--- config.mk ---
export PLATFORM = sky130hd
export DESIGN_NAME = sdram_init_refresh_ctrl
export DESIGN_NICKNAME = d
export VERILOG_FILES = /design/src/rtl/sdram_ctrl_pkg.sv /design/src/rtl/sdram_refresh_budget.sv /design/src/rtl/sdram_init_refresh_ctrl.sv
export SDC_FILE = /design/constraint.sdc
export NUM_CORES = 1
export LEC_CHECK = 0
export CORE_AREA = 10 10 90 84
export CTS_CLUSTER_DIAMETER = 120
export CTS_CLUSTER_SIZE = 30
export DETAILED_ROUTE_END_ITERATION = 16
export DIE_AREA = 0 0 100 94
export PLACE_DENSITY = 0.92
export REMOVE_ABC_BUFFERS = 1
export SLEW_MARGIN = 20
export SYNTH_ARGS = -nofsm -noshare
export SYNTH_HDL_FRONTEND = slang
export SYNTH_SLANG_ARGS = --single-unit
--- constraint.sdc ---
create_clock -name CLK -period 5.1 [get_ports CLK]
set_input_delay 1.02 -clock CLK [delete_from_list [all_inputs] [get_ports CLK]]
set_output_delay 1.02 -clock CLK [all_outputs]
set_load 0.01 [all_outputs]
--- src/rtl/sdram_ctrl_pkg.sv ---
// Shared definitions for the SDRAM control-interface slice: host command
// encodings, init sequencer states and default timing constants.
package sdram_ctrl_pkg;

   // Host command encodings (all other codes are reserved)
   localparam logic [2:0] CMD_NOP    = 3'b000;
   localparam logic [2:0] CMD_READA  = 3'b001;
   localparam logic [2:0] CMD_WRITEA = 3'b010;

   // Default timing constants
   localparam int DEF_ASIZE     = 23;
   localparam int DEF_INIT_PER  = 24000;
   localparam int DEF_INIT_GAP  = 20;
   localparam int DEF_INIT_REFS = 8;
   localparam int DEF_REF_PER   = 1024;
   localparam int DEF_MAX_PEND  = 8;

   // Init sequencer states; ST_SREF is only reachable with SELF_REFRESH_EN
   typedef enum logic [2:0] {
      ST_WAIT,
      ST_PRE,
      ST_REF,
      ST_LMR,
      ST_RUN,
      ST_SREF
   } init_state_t;

   function automatic int max_int(input int a, input int b);
      return (a > b) ? a : b;
   endfunction

endpackage

--- src/rtl/sdram_refresh_budget.sv ---
// Refresh timer, postponed-refresh counter and sticky overflow flag.
// Counting runs only while RUN is high; LOAD restarts the tick interval.
module sdram_refresh_budget
   import sdram_ctrl_pkg::*;
#(
   parameter int REF_PER  = DEF_REF_PER,
   parameter int MAX_PEND = DEF_MAX_PEND,
   localparam int PW      = $clog2(MAX_PEND + 1)
) (
   input  logic          CLK,
   input  logic          RESET_N,
   input  logic          LOAD,
   input  logic          RUN,
   input  logic          REF_ACK,
   output logic          REF_REQ,
   output logic          REF_URGENT,
   output logic [PW-1:0] REF_PENDING,
   output logic          REF_OVF
);

   localparam int TW = $clog2(REF_PER);
   localparam logic [TW-1:0] RELOAD   = TW'(REF_PER - 1);
   localparam logic [PW-1:0] PEND_MAX = PW'(MAX_PEND);

   logic [TW-1:0] timer;
   logic [PW-1:0] pend_next;
   logic          tick;
   logic          ack;
   logic          ovf_set;

   assign tick = RUN && (timer == '0);
   assign ack  = RUN && REF_ACK;

   // Next pending count: a tick and an ack together cancel out
   always_comb begin
      // NOTE: defaults first so every path assigns every output (no latch).
      pend_next = REF_PENDING;
      ovf_set   = 1'b0;
      if (tick && !ack) begin
         if (REF_PENDING == PEND_MAX) ovf_set = 1'b1;
         else                         pend_next = REF_PENDING + 1'b1;
      end else if (ack && !tick && (REF_PENDING != '0)) begin
         pend_next = REF_PENDING - 1'b1;
      end
   end

   // Tick interval timer: reload on LOAD or on reaching zero, frozen otherwise
   always_ff @(posedge CLK) begin
      // NOTE: sequential state uses non-blocking assignments only.
      if (!RESET_N)   timer <= '0;
      else if (LOAD)  timer <= RELOAD;
      else if (RUN)   timer <= (timer == '0) ? RELOAD : timer - 1'b1;
   end

   // Pending count and its derived flags all register from pend_next
   always_ff @(posedge CLK) begin
      if (!RESET_N) begin
         REF_PENDING <= '0;
         REF_REQ     <= 1'b0;
         REF_URGENT  <= 1'b0;
         REF_OVF     <= 1'b0;
      end else begin
         REF_PENDING <= pend_next;
         REF_REQ     <= (pend_next != '0);
         REF_URGENT  <= (pend_next == PEND_MAX);
         if (ovf_set) REF_OVF <= 1'b1;
      end
   end

endmodule

--- src/rtl/sdram_init_refresh_ctrl.sv ---
// SDRAM control interface: registers/decodes host commands, sequences the
// power-up init (wait, PRECHARGE, REFRESH x INIT_REFS, LOAD_MODE) and hands
// periodic refresh bookkeeping to sdram_refresh_budget.
// Optional macro SELF_REFRESH_EN adds SREF_REQ/SREF_ACTIVE and a SREF state.
module sdram_init_refresh_ctrl
   import sdram_ctrl_pkg::*;
#(
   parameter int ASIZE     = DEF_ASIZE,
   parameter int INIT_PER  = DEF_INIT_PER,
   parameter int INIT_GAP  = DEF_INIT_GAP,
   parameter int INIT_REFS = DEF_INIT_REFS,
   parameter int REF_PER   = DEF_REF_PER,
   parameter int MAX_PEND  = DEF_MAX_PEND,
   localparam int PW       = $clog2(MAX_PEND + 1)
) (
   input  logic             CLK,
   input  logic             RESET_N,
   input  logic [2:0]       CMD,
   input  logic [ASIZE-1:0] ADDR,
   input  logic             REF_ACK,
   input  logic             CM_ACK,
   output logic             NOP,
   output logic             READA,
   output logic             WRITEA,
   output logic             REFRESH,
   output logic             PRECHARGE,
   output logic             LOAD_MODE,
   output logic [ASIZE-1:0] SADDR,
   output logic             INIT_REQ,
   output logic             INIT_DONE,
   output logic             REF_REQ,
   output logic             REF_URGENT,
   output logic [PW-1:0]    REF_PENDING,
   output logic             REF_OVF,
`ifdef SELF_REFRESH_EN
   input  logic             SREF_REQ,
   output logic             SREF_ACTIVE,
`endif
   output logic             CMD_ACK
);

   localparam int CW = $clog2(max_int(INIT_PER, INIT_GAP));
   localparam int RW = $clog2(INIT_REFS + 1);
   localparam logic [CW-1:0] WAIT_LAST = CW'(INIT_PER - 1);
   localparam logic [CW-1:0] GAP_LAST  = CW'(INIT_GAP - 1);
   localparam logic [RW-1:0] REFS_LAST = RW'(INIT_REFS - 1);

   init_state_t   state;
   logic [CW-1:0] step;
   logic [RW-1:0] ref_cnt;
   logic          in_sref;
   logic          timer_load;
   logic          budget_run;

`ifdef SELF_REFRESH_EN
   assign in_sref    = (state == ST_SREF);
   assign timer_load = (state == ST_LMR && LOAD_MODE) || (in_sref && !SREF_REQ);
`else
   assign in_sref    = 1'b0;
   assign timer_load = (state == ST_LMR && LOAD_MODE);
`endif
   assign budget_run = INIT_DONE && !in_sref;

   // Init sequencer: one step counter spaces every init event
   always_ff @(posedge CLK) begin
      // NOTE: reset is synchronous; every register here is cleared with it.
      if (!RESET_N) begin
         state     <= ST_WAIT;
         step      <= '0;
         ref_cnt   <= '0;
         INIT_REQ  <= 1'b1;
         INIT_DONE <= 1'b0;
         PRECHARGE <= 1'b0;
         REFRESH   <= 1'b0;
         LOAD_MODE <= 1'b0;
`ifdef SELF_REFRESH_EN
         SREF_ACTIVE <= 1'b0;
`endif
      end else begin
         PRECHARGE <= 1'b0;
         REFRESH   <= 1'b0;
         LOAD_MODE <= 1'b0;
         case (state)
            ST_WAIT: begin
               if (step == WAIT_LAST) begin
                  INIT_REQ <= 1'b0;
                  step     <= '0;
                  state    <= ST_PRE;
               end else step <= step + 1'b1;
            end
            ST_PRE: begin
               if (step == GAP_LAST) begin
                  PRECHARGE <= 1'b1;
                  step      <= '0;
                  state     <= ST_REF;
               end else step <= step + 1'b1;
            end
            ST_REF: begin
               if (step == GAP_LAST) begin
                  REFRESH <= 1'b1;
                  step    <= '0;
                  ref_cnt <= ref_cnt + 1'b1;
                  if (ref_cnt == REFS_LAST) state <= ST_LMR;
               end else step <= step + 1'b1;
            end
            ST_LMR: begin
               // The cycle after the LOAD_MODE pulse completes init
               if (LOAD_MODE) begin
                  INIT_DONE <= 1'b1;
                  state     <= ST_RUN;
               end else if (step == GAP_LAST) begin
                  LOAD_MODE <= 1'b1;
                  step      <= '0;
               end else step <= step + 1'b1;
            end
            ST_RUN: begin
`ifdef SELF_REFRESH_EN
               // Self refresh is only entered with no refresh owed
               if (SREF_REQ && (REF_PENDING == '0)) begin
                  SREF_ACTIVE <= 1'b1;
                  state       <= ST_SREF;
               end
`endif
            end
`ifdef SELF_REFRESH_EN
            ST_SREF: begin
               if (!SREF_REQ) begin
                  SREF_ACTIVE <= 1'b0;
                  state       <= ST_RUN;
               end
            end
`endif
            default: state <= ST_WAIT;
         endcase
      end
   end

   // Host command decode, address register and acknowledge pulse
   always_ff @(posedge CLK) begin
      if (!RESET_N) begin
         SADDR   <= '0;
         NOP     <= 1'b0;
         READA   <= 1'b0;
         WRITEA  <= 1'b0;
         CMD_ACK <= 1'b0;
      end else begin
         SADDR   <= ADDR;
         NOP     <= (CMD == CMD_NOP);
         READA   <= (CMD == CMD_READA)  && INIT_DONE && !in_sref;
         WRITEA  <= (CMD == CMD_WRITEA) && INIT_DONE && !in_sref;
         CMD_ACK <= CM_ACK && !CMD_ACK;
      end
   end

   sdram_refresh_budget #(
      .REF_PER  (REF_PER),
      .MAX_PEND (MAX_PEND)
   ) u_budget (
      .CLK         (CLK),
      .RESET_N     (RESET_N),
      .LOAD        (timer_load),
      .RUN         (budget_run),
      .REF_ACK     (REF_ACK),
      .REF_REQ     (REF_REQ),
      .REF_URGENT  (REF_URGENT),
      .REF_PENDING (REF_PENDING),
      .REF_OVF     (REF_OVF)
   );

endmodule

---- Word-level counts from Yosys, hierarchy flattened ----
Cells that the tools add are included.
word-level totals
  register bits after elaboration ......... 71
  bits of input ports ..................... 30
  output and inout port bits .............. 39
  logic and storage cells ................. 90
operators by class
  add/subtract/negate cells ............... 5
  equal/unequal tests ..................... 17
  mux-type cells .......................... 19
  bitwise gates (word level) .............. 3
  reductions and logical operators ........ 28
operators by type and width
  kind                                                                     number
  15-bit 2-to-1 mux                                                        3
  15-bit one-hot mux with 3 select lines                                   1
  10-bit 2-to-1 mux                                                        3
  15-bit by 1-bit adder with 15-bit output (second input constant)         1
  15-bit equality test (second input constant)                             1
  15-bit by 5-bit equality test with 1-bit output (second input constant)  1
  3-bit 2-to-1 mux                                                         5
  3-bit one-hot mux with 5 select lines                                    1
  4-bit 2-to-1 mux                                                         3
  2-bit inequality test (second input constant)                            6
  2-bit AND reduction                                                      6
  10-bit zero test                                                         1
  10-bit by 1-bit subtractor with 10-bit output (second input constant)    1
  3-bit by 2-bit equality test with 1-bit output (second input constant)   3
  1-bit logical AND                                                        9
  4-bit by 1-bit adder with 4-bit output (second input constant)           2
  4-bit equality test (second input constant)                              2
  4-bit nonzero test                                                       2
  3-bit by 1-bit equality test with 1-bit output (second input constant)   2
  3-bit zero test                                                          2
  6-bit AND reduction                                                      1
  4-bit by 3-bit equality test with 1-bit output (second input constant)   1
  4-bit by 1-bit subtractor with 4-bit output (second input constant)      1
  3-bit equality test (second input constant)                              1
  7 further kinds                                                          13

---- Depth between registers and ports, before layout ----
  depth after elaboration ................. 8
  gate-level depth with buffers ........... 8
  gate-level depth less buffers ........... 7

---- Cells and area by module ----
A second synthesis with hierarchy kept.
unflattened totals
  cells, all modules ...................... 304
  area total of the unflattened synthesis .. 2994.1 um^2
modules (own cells, without submodules)
  module                   instances  cells each  area each (um^2)  sequential area each (um^2)
  sdram_init_refresh_ctrl  1          194         1988.2            1081.0
  sdram_refresh_budget     1          110         1006.0            340.3

---- Least setup slack after synthesis ----
Ideal clock, no wire load.
  path kind ............................... register to register
  from .................................... register u_budget.timer[0]
  to ...................................... register u_budget.REF_REQ
  setup time .............................. 0.120 ns
  arrival time ............................ 2.226 ns
  data required time ...................... 4.980 ns
  slack ................................... 2.755 ns
  stages on the path, launching flop included .. 9
  path buffers ............................ 1
  cell sequence ........................... dfxtp_1 > inv_1 > ha_1 > or4b_1 > or3_1 > buf_2 > and2_4 > o41a_1 > o31a_1
between the ends
  longest elaborated chain between the ends .. 8
  elaborated cells between the ends (all ways) .. 9
ends and longest elaborated chain
  item                             line                        text
  start: declaration               sdram_refresh_budget.sv:25  logic [TW-1:0] timer;
  start signal: assignment         sdram_refresh_budget.sv:52  else if (RUN) timer <= (timer == '0) ? RELOAD : timer - 1'b1;
  10-bit zero test *               sdram_refresh_budget.sv:31  assign tick = RUN && (timer == '0);
  1-bit logical AND *              sdram_refresh_budget.sv:31
  1-bit zero test                  sdram_refresh_budget.sv:42  end else if (ack && !tick && (REF_PENDING != '0)) begin
  1-bit logical AND (2 in series)  sdram_refresh_budget.sv:42
  4-bit 2-to-1 mux                 sdram_refresh_budget.sv:42
  4-bit 2-to-1 mux *               sdram_refresh_budget.sv:39  if (tick && !ack) begin
  4-bit nonzero test *             sdram_refresh_budget.sv:64  REF_REQ <= (pend_next != '0);
  end signal: assignment           sdram_refresh_budget.sv:64
  end: declaration                 sdram_refresh_budget.sv:15  output logic REF_REQ,
Every way passes the cells marked *; elsewhere a longest branch is shown, timed or not.
A chain may end at the register's enable or synchronous reset.

---- Worst setup path after layout ----
  from .................................... register INIT_DONE
  to ...................................... output INIT_DONE
RTL lines
  item                      line                            text
  start: declaration        sdram_init_refresh_ctrl.sv:30   output logic INIT_DONE,
  start signal: assignment  sdram_init_refresh_ctrl.sv:72   INIT_DONE <= 1'b0;
  start signal: assignment  sdram_init_refresh_ctrl.sv:109  INIT_DONE <= 1'b1;
No word-level cell between the ends.

==> summary.md <==
| Metric | Value |
|---|---|
| Post-synth EDFFs | `0` |
| Fin crit period | `2700 ps` |
| Synth Cell Area | `between 0.002 and 0.003 mm²` |
| Worst path cell trace | `clkdlybuf4s50_1` |
| R2R depth | `7` |
| Pre-Repair DR Iteration Count | `4` |
| Pwr dens | `282 mW/mm²` |
| Synth Warn # | `0` |
| CTS Hold Buffers Added | `0` |
| Clk root buf | `clkbuf_8` |
| Worst-Margin Slew | `945 ps` |
| Final Max Tran Viols | `0` |
| CTS tree | `done` |
| Layout cells sized above 1 | `5.94%` |
| R2R setup slack | `between 2000 and 3000 ps` |
| Ports | `69` |
| Rows | `26` |
| Final ANT Viol Nets | `0` |
| Unrepaired setup endpoints after global routing | `no` |
| Maximum VDD drop | `between 0.00015 and 0.0002 V` |
| Port Buffers | `68` |
| Final std cells w/o fill | `approximately 460` |
| GRT Total Usage | `15.4%` |
| Critical Path RT | `4080 ps` |
| Inst Count DP | `441` |
| CTS buffer count | `9` |
| Placed wire-length estimate | `5330 µm` |
| Worst relative slew slack | `36.6%` |
| Largest net degree at the start of global routing | `27` |
| Final Cycle Share | `a little over half` |
| RePlAce Congestion | `roughly 0.83` |
| Via count | `2548` |
| Initial cell density of the core | `52.1%` |
| CP max stage cell | `dfxtp_1` |
| Initial antenna violation count | `0` |
| Die height | `94 µm` |
| Achievable clock frequency | `370 MHz` |
| Mapped Avg Cell Area | `9.31 µm²` |
| Hold Path Class | `reg2reg` |
| Post-layout nets | `418` |
| Hold Startpoint | `INIT_REQ` |
| CP bufs+invs | `1` |
| Post-CTS setup buffer count | `0` |
| Synth top area share | `about half` |
| Multi-input gate area | `0.00143 mm²` |
| Post-synth top area cell | `dfxtp_1` |
| Reg area | `~0.0014 mm²` |
| Post-Route WL | `7150 µm` |
| CP delay by family, top | `flip-flops` |
| Pleak | `1.41 nW` |
| WP data arrival | `1680 ps` |
| First-pass GRT wire length | `11800 µm` |
| Slack of the critical path | `2400 ps` |
| Worst setup SP type | `register` |
| Clock Pin Slew Worst Setup and Hold Paths | `80 ps` |
| Max Buffers Root-to-Sink | `2` |
| Yosys cell types | `49` |
| Cts repair resizes | `0` |
| Top_reg_cell synth | `dfxtp_1` |
| Fillers | `416` |
| Max_cap viols | `0` |
| Worst setup EP type | `output pin` |
| Async S/R FF share, synth | `0%` |
| Place WS | `roughly 2200 ps` |
| Post-Route Skew | `16.6 ps` |
| Hold depth | `2` |
| Die W | `100 µm` |
| Clock Latency Late Sink | `360 ps` |
| Post-synthesis sequential area ratio | `48.5%` |
| Initial DRC count | `106` |
| WL per Instance | `15.6 µm` |
| Synth area leaders | `dfxtp_1, and2_1, xor2_1` |
| Ant. Diodes | `0` |
| Die area | `0.00940 mm²` |
| Slowest stage delay, CP | `680 ps` |
| Worst Hold Path EP | `INIT_REQ` |
| Worst reg2reg path startpoint | `u_budget.timer[0]` |
| Overflow after GRT | `0` |
| Clk sink count | `71` |
| Yosys reg bits | `~70` |
| # DRC | `0` |
| Kind of critical path | `reg2out` |
| Worst R2R End | `u_budget.REF_REQ` |
| Htree depth | `3` |
| TNS Setup | `0 ps` |
| Final Hold Viols | `0` |
| Final setup violation count | `0` |
| Mapped Cells | `315` |
| Vias/cell | `5.58` |
| CP Max Fanout | `17` |
| Status | `finished, final reports clean` |
| P&R area growth vs syn | `31.1%` |
| Core Box Area | `0.00563 mm²` |
| Vias in the first global route | `2406` |
==> sequential cells by signal, summed over array words and instances (netlist names) <==
| signal | cells |
|---|---|
| CMD_ACK | 1 |
| INIT_DONE | 1 |
| INIT_REQ | 1 |
| LOAD_MODE | 1 |
| NOP | 1 |
| PRECHARGE | 1 |
| READA | 1 |
| REFRESH | 1 |
| SADDR | 23 |
| WRITEA | 1 |
| ref_cnt | 4 |
| state | 3 |
| step | 15 |
| u_budget.REF_OVF | 1 |
| u_budget.REF_PENDING | 4 |
| u_budget.REF_REQ | 1 |
| u_budget.REF_URGENT | 1 |
| u_budget.timer | 10 |
==> cell type report <==
cell class                 count  share of cell area [%]
inverter                       9                   0.879
timing repair buffer          69                    17.9
multi-input combinational    222                    37.1
clock buffer                   9                    3.22
sequential                    71                    37.0
tap                           70                    2.28
clock inverter                 7                    1.60
==> through the flow <==
| stage | utilization, % | hold WS [ps] | area (µm²) | total power, mW |
|---|---|---|---|---|
| 2_1_floorplan | - | 466 | 2880 | 0.619 |
| 3_3_place_gp | 65.0 | 463 | 3660 | 0.675 |
| 3_5_place_dp | 65.0 | 477 | 3660 | 0.679 |
| 4_1_cts | 68.3 | 491 | 3840 | 1.09 |
| 5_1_grt | 68.3 | 503 | 3840 | 1.12 |
| 6_report | 68.3 | 481 | 3840 | 1.08 |
==> cell usage after synthesis, types with 4 or more instances <==
cell type / instances
a21boi_0: 12
a21oi_1: 9
and2_1: 30
and3_1: 4
clkbuf_1: 12
dfxtp_1: 71
ha_1: 6
inv_1: 9
nand2_1: 22
nand2b_1: 5
nand3_1: 11
nand4_1: 7
nor2_1: 23
nor3_1: 12
nor4_1: 6
o21ai_0: 6
xnor2_1: 8
xor2_1: 15
==> worst max path at each step <==
| stage | start | to | slack, ps | depth (start not counted) |
|---|---|---|---|---|
| 2_1_floorplan | u_budget.timer[0] | u_budget.REF_REQ | 2780 | 7 |
| 3_5_place_dp | RESET_N | step[1] | 2190 | 3 |
| 6_report | INIT_DONE | INIT_DONE | 2400 | 1 |
| 4_1_cts | INIT_DONE | INIT_DONE | 2400 | 1 |
| 5_1_grt | step[0] | step[7] | 2250 | 6 |
| 3_3_place_gp | RESET_N | step[1] | 2240 | 3 |
==> power by group <==
| part | switching [mW] | leakage (nW) | internal [mW] |
|---|---|---|---|
| clock network | 0.231 | 0.0888 | 0.185 |
| registers | 0.00776 | 0.579 | 0.568 |
| logic | 0.0354 | 0.740 | 0.0543 |
==> cell families after synthesis <==
family | after synthesis | share of synthesized area [%]
buf+inv | 22 | 2.86
mux | 3 | 1.02
compound gates | 44 | 10.4
flops | 71 | 48.5
xor+xnor | 23 | 6.87
fa+ha+maj | 6 | 2.56
simple gates | 146 | 27.8
==> routing by layer <==
| metal | vias to the layer above | GRT usage [%] | share of wire, % |
|---|---|---|---|
| li1 | 1229 | - | - |
| met1 | 1196 | 17.2 | 43 |
| met2 | 114 | 26.5 | 47 |
| met3 | 9 | 6.33 | 9.4 |
| met4 | 0 | 3.76 | 0.60 |
| met5 | - | 0 | 0 |
==> cell usage in the layout (no fill, tap or decap), types with 3 or more instances in the layout <==
master / n
dfxtp_1: 71
clkdlybuf4s50_1: 68
and2_1: 30
nor2_1: 23
nand2_1: 22
xor2_1: 15
nor3_1: 12
a21boi_0: 12
nand3_1: 11
inv_1: 9
a21oi_1: 9
clkbuf_8: 9
xnor2_1: 8
nand4_1: 7
o21ai_0: 6
nor4_1: 6
ha_1: 6
nand2b_1: 5
and3_1: 4
nor3b_1: 3
or4_1: 3
nor2b_1: 3
a31oi_1: 3
nand3b_1: 3
mux2i_1: 3
inv_6: 3
==> tightest hold or removal path: stages, from the launching register on <==
cell,delay [ps]
dfxtp_1,320
o21ai_0,70
nand2_1,50
Power figures use the tool's default switching activity.
